[config.mk]
export PLATFORM = sky130hd
export DESIGN_NAME = rising_edge_det
export DESIGN_NICKNAME = d
export VERILOG_FILES = /design/src/rtl/rising_edge_det.sv
export SDC_FILE = /design/constraint.sdc
export NUM_CORES = 1
export LEC_CHECK = 0
export BUFFER_PORTS_ARGS = -buffer_cell sky130_fd_sc_hd__buf_2
export CAP_MARGIN = 30
export CORE_AREA = 2 2 39 41
export CTS_CLUSTER_SIZE = 12
export DETAILED_ROUTE_END_ITERATION = 8
export DIE_AREA = 0 0 41 43
export PLACE_DENSITY = 0.71
export SLEW_MARGIN = 20
export SYNTH_ARGS = -nofsm -noshare
export SYNTH_HDL_FRONTEND = slang
export SYNTH_SLANG_ARGS = --single-unit
[constraint.sdc]
create_clock -name clk -period 1.5 [get_ports clk]
set_input_delay 0.15 -clock clk [delete_from_list [all_inputs] [get_ports clk]]
set_output_delay 0.15 -clock clk [all_outputs]
set_load 0.01 [all_outputs]
[src/rtl/rising_edge_det.sv]
// rising_edge_det
//   Per-bit synchronous rising-edge detector with an optional input
//   synchronizer chain and a saturating count of edge cycles.
//
// Parameters
//   WIDTH       number of independent input bits
//   SYNC_STAGES synchronizer depth ahead of detection (0..4, 0 = bypass)
//   CNT_W       width of edge_count
//
// Ports
//   clk         sole clock, rising edge
//   resetn      synchronous reset, ACTIVE-HIGH despite the name (1 = reset)
//   data_in     level inputs to monitor
//   data_out    registered one-cycle pulse per 0->1 transition, per bit
//   any_edge    registered OR of the data_out bits
//   edge_count  saturating count of cycles with any_edge asserted
//   cnt_clr     synchronous clear of edge_count, priority over increment
module rising_edge_det #(
  parameter int unsigned WIDTH       = 1,
  parameter int unsigned SYNC_STAGES = 0,
  parameter int unsigned CNT_W       = 8
) (
  input  logic             clk,
  input  logic             resetn,
  input  logic [WIDTH-1:0] data_in,
  output logic [WIDTH-1:0] data_out,
  output logic             any_edge,
  output logic [CNT_W-1:0] edge_count,
  input  logic             cnt_clr
);

  logic [WIDTH-1:0] w_s;
  logic [WIDTH-1:0] w_rise;
  logic             w_any;
  logic [WIDTH-1:0] r_prev;
  logic [WIDTH-1:0] r_data_out;
  logic             r_any_edge;
  logic [CNT_W-1:0] r_edge_count;

  generate
    if (SYNC_STAGES == 0) begin : g_nosync
      assign w_s = data_in;
    end else begin : g_sync
      // Not reset: the chain keeps shifting during reset so that it is
      // flushed of X by the time reset is released.
      logic [WIDTH-1:0] r_sync [SYNC_STAGES];

      always_ff @(posedge clk) begin
        r_sync[0] <= data_in;
        for (int unsigned i = 1; i < SYNC_STAGES; i++) begin
          r_sync[i] <= r_sync[i-1];
        end
      end

      assign w_s = r_sync[SYNC_STAGES-1];
    end
  endgenerate

  assign w_rise = w_s & ~r_prev;
  assign w_any  = |w_rise;

  // History samples through reset, so a level already high at release
  // is treated as old news rather than a fresh edge.
  always_ff @(posedge clk) begin
    r_prev <= w_s;
  end

  always_ff @(posedge clk) begin
    if (resetn) begin
      r_data_out   <= '0;
      r_any_edge   <= 1'b0;
      r_edge_count <= '0;
    end else begin
      r_data_out <= w_rise;
      r_any_edge <= w_any;
      if (cnt_clr) begin
        r_edge_count <= '0;
      end else if (w_any && (r_edge_count != '1)) begin
        r_edge_count <= r_edge_count + 1'b1;
      end
    end
  end

  assign data_out   = r_data_out;
  assign any_edge   = r_any_edge;
  assign edge_count = r_edge_count;

endmodule

Word-level counts from Yosys, hierarchy flattened
Index checks and enable logic that the tools add are counted.
Storage, ports and cells
  logic and storage cells: 9
  input port bits: 4
  register bits after elaboration: 10
  output and inout port bits: 10
Operators by class
  bitwise operators: 2
  equal/unequal tests: 1
  add/subtract/negate cells: 1
  reductions and logical operators: 2
Operator list (count)
  adder 8 x 1 -> 8 bit (second input constant): 1
  != test 8 bit (second input constant): 1
  OR reduction 2 bit: 1
  AND 1 bit: 1
  logical AND 1 bit: 1
  NOT 1 bit: 1

Depth between registers and ports, before layout
Gate-level depths: netlist of the first run.
  depth after elaboration: 3
  depth in mapped cells: 4
  mapped depth without buffers: 4

Worst setup path after synthesis of the first run
No wires, ideal clock.
  path type: flip-flop to flip-flop
  start: reg r_edge_count[1], in the netlist edge_count[1]
  end: reg r_edge_count[6], in the netlist edge_count[6]
  path buffers: 0
  library setup time: 91 ps
  stages on the path, launching flop included: 5
  period minus slack after synthesis: 1317 ps
  data arrival time: 1226 ps
  data required time: 1409 ps
  path slack: 183 ps
  cells stage by stage: dfxtp_1 > ha_1 > and4b_2 > a21oi_1 > a311oi_1
On the way
  longest elaborated chain between the ends: 2
  elaborated cells between the ends (all ways): 3
  classes of those cells: add/sub (1); eq/ne (1); reduce/logical (1)
RTL lines
  start: declaration: line 38  | logic [CNT_W-1:0] r_edge_count;
  start signal: assignment: line 79  | r_edge_count <= r_edge_count + 1'b1;
  branches (longest 2 deep; another with adder 8 x 1 -> 8 bit)
Several ways; the timed one is not identified.
A chain may end at the register's enable or synchronous reset.

Worst setup path after layout of the first run
  start: reg r_edge_count[0], in the netlist edge_count[0]
  end: reg r_edge_count[6], in the netlist edge_count[6]
The elaborated chain is that of the path after synthesis.

==> impl_metrics.toml, run 1 <==
[run_status]
status = "finished clean"

[finish]
diodes = 0
areaGrowthSynthToFinish_pct = 20.1
num-nets-final = 75
fill_cells = 142
layout-drive-gt1-share_pct = 33.8

[worst_setup_path]
rr_worst_depth = 4
reg2reg_to = "edge_count[6]$_SDFFE_PP0P_"
crit_type = "reg2reg"
crit_start = "edge_count[0]$_SDFFE_PP0P_"
crit_path_end_kind = "flop"
arrival_ns = 1.44
worstPathRequired_ns = 1.67
r2r-start = "edge_count[0]$_SDFFE_PP0P_"
cp_max_fo = 5
cp-start-kind = "flop"
reg2reg_slack_ns = 0.23

[drt]
drc = 0
wirelength_um = 986
num_vias = 444
first_pass_iters = 4
ant_nets = 0
drtIter0Drc = 1
wire_per_inst_um = 11.7
via_per_inst = 5.29

[timing]
relSlewSlack_pct = 82.1
fin_skew_ns = 0.00192
final.setup.tns_ns = 0
hold_violations = 0
rsz0062_at_grt = "no"
slew_violations = 0
max_slew.worst_pin.slew_ns = 0.269
period_share_pct = 84.4
fmax_mhz = 790
setup_viol = 0
min_period_ns = 1.27

[yosys]
yosysMostFrequentCell = "dfxtp_1"
synthXorXnorAreaFrac_pct = 0
synth.net_count = 58
synthAdderAreaFrac_pct = 2.51
synthesis.area_um2 = 499
ys.flop_type = "dfxtp_1"
async_flop_share_pct = 0
yosysTopAreaCellShare_pct = 40.1
synth_simple_gate_area_share_pct = 30.8
synth_common_cells = "dfxtp_1 (10), a21oi_1 (4), nand2_1 (4), nand3_1 (3)"
synth_edf_count = 0
synthMuxAreaShare_pct = 4.01
synth-compound-area-share_pct = 16.5
syn_avg_cell_area_um2 = 9.42
synth-seq-area-share_pct = 40.1
synth_top_family_by_area = "simple AND/OR/NAND/NOR gates"
synth_area_leaders = "dfxtp_1 (40%), a21oi_1 (4.0%), mux2i_1 (4.0%)"
synth_top_cell_by_area = "dfxtp_1"
yosysWarnings = 0
synth-seq-cells = 10
synthCells = 53
synth.distinct_cells = 29

[pwr]
powerDensity_mw_per_mm2 = 796
fin_total_pwr_w = 0.000477
leakagePower_nw = 0.256
ir_drop_mv = 0.420

[global_route]
gr-total-overflow = 0
grt_max_degree = 10
grt_pass1_vias = 365
antenna_found_initial = 0
grt_first_pass_wirelength_um = 1530
grt_use_total_pct = 13.5

[clock_network]
cts_tree = "done"
cts_buffers = 3
htreeDepth = 1
insertion_delay_ns = 0.26
cts_resized = 0
cts_sinks = 10
clock-root-buffer = "clkbuf_4"
cts_max_path_buffers = 2
hold_buffers = 0
clkTransAtPathRegs_ns = 0.06
cts_setup_buffers = 0

[floorplan]
initial_utilization_pct = 36.1
dieArea_mm2 = 0.00176
die_y_um = 43
core_area_mm2 = 0.00138
ios = 14
die_w_um = 41
rows = 14

[run]
max_cap_viol_count = 0

[place]
port_buffers = 13
gp_congestion = 0.704

[hold_path]
hold_depth = 1
hold_class = "in2reg"
hp-start = "data_in"
holdPathEnd = "r_prev$_DFF_P_"
[power by group]
part	leakage [nW]	internal (W)	switching (W)	total (W)
Clock	0.0138	0.0000925	0.0000862	0.000179
Combinational	0.161	0.0000121	0.0000143	0.0000264
Sequential	0.0812	0.000269	0.00000287	0.000272
[routing by layer]
metal / track usage, % / part of all wire [%] / vias up
met4: 12.0 / 1.4 / 0
met2: 18.1 / 50 / 8
met5: 0 / 0 / -
li1: - / - / 232
met1: 16.7 / 45 / 202
met3: 3.14 / 3.1 / 2
[critical path, stage by stage (launching register included)]
cell and delay (ns):
dfxtp_1 0.38, ha_1 0.22, and4b_2 0.28, a21oi_1 0.08
a311oi_1 0.22
[logic make-up (layout without fill, tap and decap cells)]
group,count (synthesis),after routing
simple gates,24,24
compound gates,11,11
mux,2,2
fa+ha+maj,1,1
buf+inv,5,20
flops,10,10
[metrics by stage]
stage / hold slack [ns] / area (µm²) / std cells / utilization [%] / setup slack [ns]
6_report: 0.0471 / 599 / 84 / 43.3 / 0.233
5_1_grt: 0.0436 / 599 / 84 / 43.3 / 0.136
3_3_place_gp: 0.310 / 577 / 81 / 41.7 / 0.260
2_1_floorplan: 0.178 / 499 / 53 / - / 0.183
3_5_place_dp: 0.310 / 577 / 81 / 41.7 / 0.241
4_1_cts: 0.0335 / 599 / 84 / 43.3 / 0.227
[cell usage in the layout, fill, tap and decap left out, types with 2 or more instances in the layout]
cell      synthesis  routed
a31oi_1           2       2
clkbuf_4          0       3
and4_1            2       2
and3_1            2       2
mux2i_1           2       2
nand4_1           2       2
buf_4             1       2
inv_1             2       2
a21oi_1           4       4
nor2_1            2       2
nand3_1           3       3
dfxtp_1          10      10
buf_2             0      13
nand2_1           4       4
[layout make-up]
class,instances,area [µm²],share of cell area [%]
inverter,2,7.51,1.25
multi-input combinational,38,269,44.9
clock buffer,3,22.5,3.76
tap,16,20.0,3.34
timing repair buffer,15,80.1,13.4
sequential,10,200,33.4
[sequential cells by signal (all words and copies together), names as in the netlist]
signal and cells:
r_prev 1, edge_count 8, any_edge 1
[worst max path at each step]
stage,endpoint,slack [ns],cells after the start
5_1_grt,edge_count[6]$_SDFFE_PP0P_,0.14,4
3_5_place_dp,edge_count[6]$_SDFFE_PP0P_,0.24,4
3_3_place_gp,edge_count[6]$_SDFFE_PP0P_,0.26,4
6_report,edge_count[6]$_SDFFE_PP0P_,0.23,4
4_1_cts,edge_count[6]$_SDFFE_PP0P_,0.23,4
2_1_floorplan,edge_count[6]$_SDFFE_PP0P_,0.18,4
Power figures use the tool's default switching activity.
==> run 2, diff against run 1 <==
Settings changed: ABC_AREA set to 1, PLACE_DENSITY 0.71 to 0.77.
Clock period 1.5 ns to 1.1 ns, I/O delays scaled along.
==> run 2 against run 1 <==
Against the previous run:
- the run now ends with negative setup slack left
- cell area grew 31%
- critical path depth grew 4
- sequential share of layout area shrank 6.7 points
- hold slack gained 0.043 ns
- first-iteration DRC count grew to 22 times the previous value
- power grew 43%
- largest cell class unchanged
- sequential power grew 36%
- setup slack lost 0.25 ns
- die area is the same
- synthesized area grew 10%
- via count grew 33%
- clock skew grew 0.0019 ns
==> impl_metrics.toml, run 2 <==
[timing]
hold_violations = 0
relSlewSlack_pct = 85.7
hold_ws_ns = 0.0902
setup_viol = 2
fmax_mhz = 897
period_share_pct = 101
slew_violations = 0
rsz0062_at_grt = "yes"
min_period_ns = 1.11
fin_ws_ns = -0.0147
fin_skew_ns = 0.00380
max_slew.worst_pin.slew_ns = 0.214

[worst_setup_path]
rr_worst_depth = 8
crit_path_cell_trace = "ha_4 -> nand2_4 -> inv_6 -> nand2_4 -> nor2_4 -> nor2_1 -> nor2_1 -> nor2_1"
slowest_stage = "dfxtp_4"
crit_path_end_kind = "flop"
cp_max_fo = 3
worst_path_most_repeated_cell = "nor2_1"
reg2reg_to = "edge_count[5]$_SDFFE_PP0P_"
slowest_delay_ns = 0.36
reg2reg_slack_ns = -0.01
cp-start-kind = "flop"
arrival_ns = 1.28
crit_type = "reg2reg"
worstPathRequired_ns = 1.26
r2r-start = "edge_count[0]$_SDFFE_PP0P_"

[drt]
ant_nets = 0
wirelength_um = 1300
drc = 0
num_vias = 591
first_pass_iters = 4
wire_per_inst_um = 11.3
drtIter0Drc = 22
via_per_inst = 5.14

[clock_network]
cts_tree = "done"
insertion_delay_ns = 0.26
cts_sinks = 10
clock-root-buffer = "clkbuf_4"
clkTransAtPathRegs_ns = 0.06
cts_buffers = 3
cts_max_path_buffers = 2
htreeDepth = 1

[yosys]
ys.flop_type = "dfxtp_1"
synth_top_family_by_area = "simple AND/OR/NAND/NOR gates"
synthMuxAreaShare_pct = 0
yosysWarnings = 0
synthesis.area_um2 = 549
yosysMostFrequentCell = "nand2_1"
synth-seq-area-share_pct = 36.4
synth-seq-cells = 10
synthCells = 77
synth_area_leaders = "dfxtp_1 (36%), nand2_1 (11%), nor2_1 (10%)"
synthAdderAreaFrac_pct = 2.28
synth_simple_gate_area_share_pct = 47.4
synth_top_cell_by_area = "dfxtp_1"
syn_avg_cell_area_um2 = 7.13
synthXorXnorAreaFrac_pct = 0
synth.net_count = 82
synth_common_cells = "nand2_1 (16), nor2_1 (15), dfxtp_1 (10), a21oi_1 (6)"
synth-compound-area-share_pct = 5.47
synth_edf_count = 0
async_flop_share_pct = 0
yosysTopAreaCellShare_pct = 36.4
synth.distinct_cells = 19

[pwr]
fin_total_pwr_w = 0.000680
ir_drop_mv = 0.350
pwr-share-comb_pct = 9.7
p_clk_share_pct = 36.1
powerDensity_mw_per_mm2 = 865
sw_frac_of_total_pct = 23.5
leakagePower_nw = 0.349
cellInternalPower_w = 0.000520
p_switching_w = 0.000160
power_frac_seq_pct = 54.2

[global_route]
gr-total-overflow = 0
grt_first_pass_wirelength_um = 2240
grt_max_degree = 10
grt_use_total_pct = 18.6
antenna_found_initial = 0
grt_pass1_vias = 560

[floorplan]
die_w_um = 41
ios = 14
initial_utilization_pct = 39.7
dieArea_mm2 = 0.00176
rows = 14
core_area_mm2 = 0.00138
die_y_um = 43

[finish]
num-nets-final = 106
design_area_um2 = 787
diodes = 0
largest_reg_flops = 8
multi_input_area_um2 = 368
layout-drive-gt1-share_pct = 47.5
areaGrowthSynthToFinish_pct = 43.3
fill_cells = 128
final_cell_mix = "nand2_1 (14), nor2_1 (14), buf_2 (12), dfxtp_1 (6), nand3_1 (5)"
seqCellArea_um2 = 210

[place]
port_buffers = 13
gp_congestion = 0.714
place_ws_ns = -0.0219
dpl-instance-area_um2 = 677
dp_hpwl_um = 863

[run_status]
failed_checks = "negative setup slack"
status = "finished, violations left"

[hold_path]
hold_depth = 2
hold_class = "in2reg"
hp-start = "resetn"
holdPathEnd = "any_edge$_SDFF_PP0_"

[run]
max_cap_viol_count = 0
## run 2: changes by cell type after synthesis, sizes merged, moves of 3 or more
cell	change
nand3	+4
and4	-3
nor2	+17
nand2	+15
inv	+7
## run 2: timing repair
item,CTS,global route
endpoints found under the hold margin,1,0
buffers inserted,1,0
resized for setup,4,12
hold buffers,1,0
endpoints found under the setup margin,1,9
gates cloned,0,1
pin swaps,2,6
## run 2: worst max-delay path by stage
stage                                          start  slack, ns                         end  depth (start not counted)
after floorplan           edge_count[0]$_SDFFE_PP0P_      0.007  edge_count[5]$_SDFFE_PP0P_                          8
after global placement    edge_count[0]$_SDFFE_PP0P_       0.03  edge_count[5]$_SDFFE_PP0P_                          8
after detailed placement  edge_count[1]$_SDFFE_PP0P_      -0.02  edge_count[5]$_SDFFE_PP0P_                          8
after CTS                 edge_count[1]$_SDFFE_PP0P_     -0.005  edge_count[5]$_SDFFE_PP0P_                          8
after global routing      edge_count[1]$_SDFFE_PP0P_      -0.07  edge_count[5]$_SDFFE_PP0P_                          8
final                     edge_count[0]$_SDFFE_PP0P_      -0.01  edge_count[5]$_SDFFE_PP0P_                          8
## run 2: cell type report
cell class | count | area share (%)
sequential | 10 | 26.7
inverter | 10 | 5.56
multi-input combinational | 57 | 46.7
timing repair buffer | 19 | 15.6
tap | 16 | 2.54
clock buffer | 3 | 2.86
## run 2: worst max-delay path, delay by kind of cell (launching register included)
kind                     cells  cell delay (ns)
adder cells (fa/ha/maj)      1             0.14
buffers and inverters        1             0.10
flip-flops                   1             0.36
AND/OR/NAND/NOR              6             0.41
## run 2: power by group through the flow
stage	clock, W	combinational [W]	sequential, W
2_1_floorplan	0	0.0000299	0.000380
3_3_place_gp	0	0.0000539	0.000377
3_5_place_dp	0	0.0000551	0.000378
4_1_cts	0.000251	0.0000617	0.000369
5_1_grt	0.000267	0.0000757	0.000370
6_report	0.000246	0.0000659	0.000369
## run 2: kinds of logic after synthesis
group	after synthesis
adder cells (fa/ha/maj)	1
AO/OA/AOI/OAI	6
AND/OR/NAND/NOR	49
flip-flops	10
buffers and inverters	11
## run 2: routing by layer
metal | GRT usage, % | share of wire, %
met5 | 0 | 0
met4 | 10.0 | 4.3
met3 | 4.71 | 5.8
met2 | 28.7 | 49
met1 | 22.2 | 41
## run 2: stage by stage
step	std cells	TNS [ns]	utilization (%)
after floorplan	77	0	-
after global placement	109	0	48.9
after detailed placement	109	-0.0219	48.9
after CTS	114	-0.00494	52.8
after global routing	115	-0.443	56.9
final	115	-0.0166	56.9
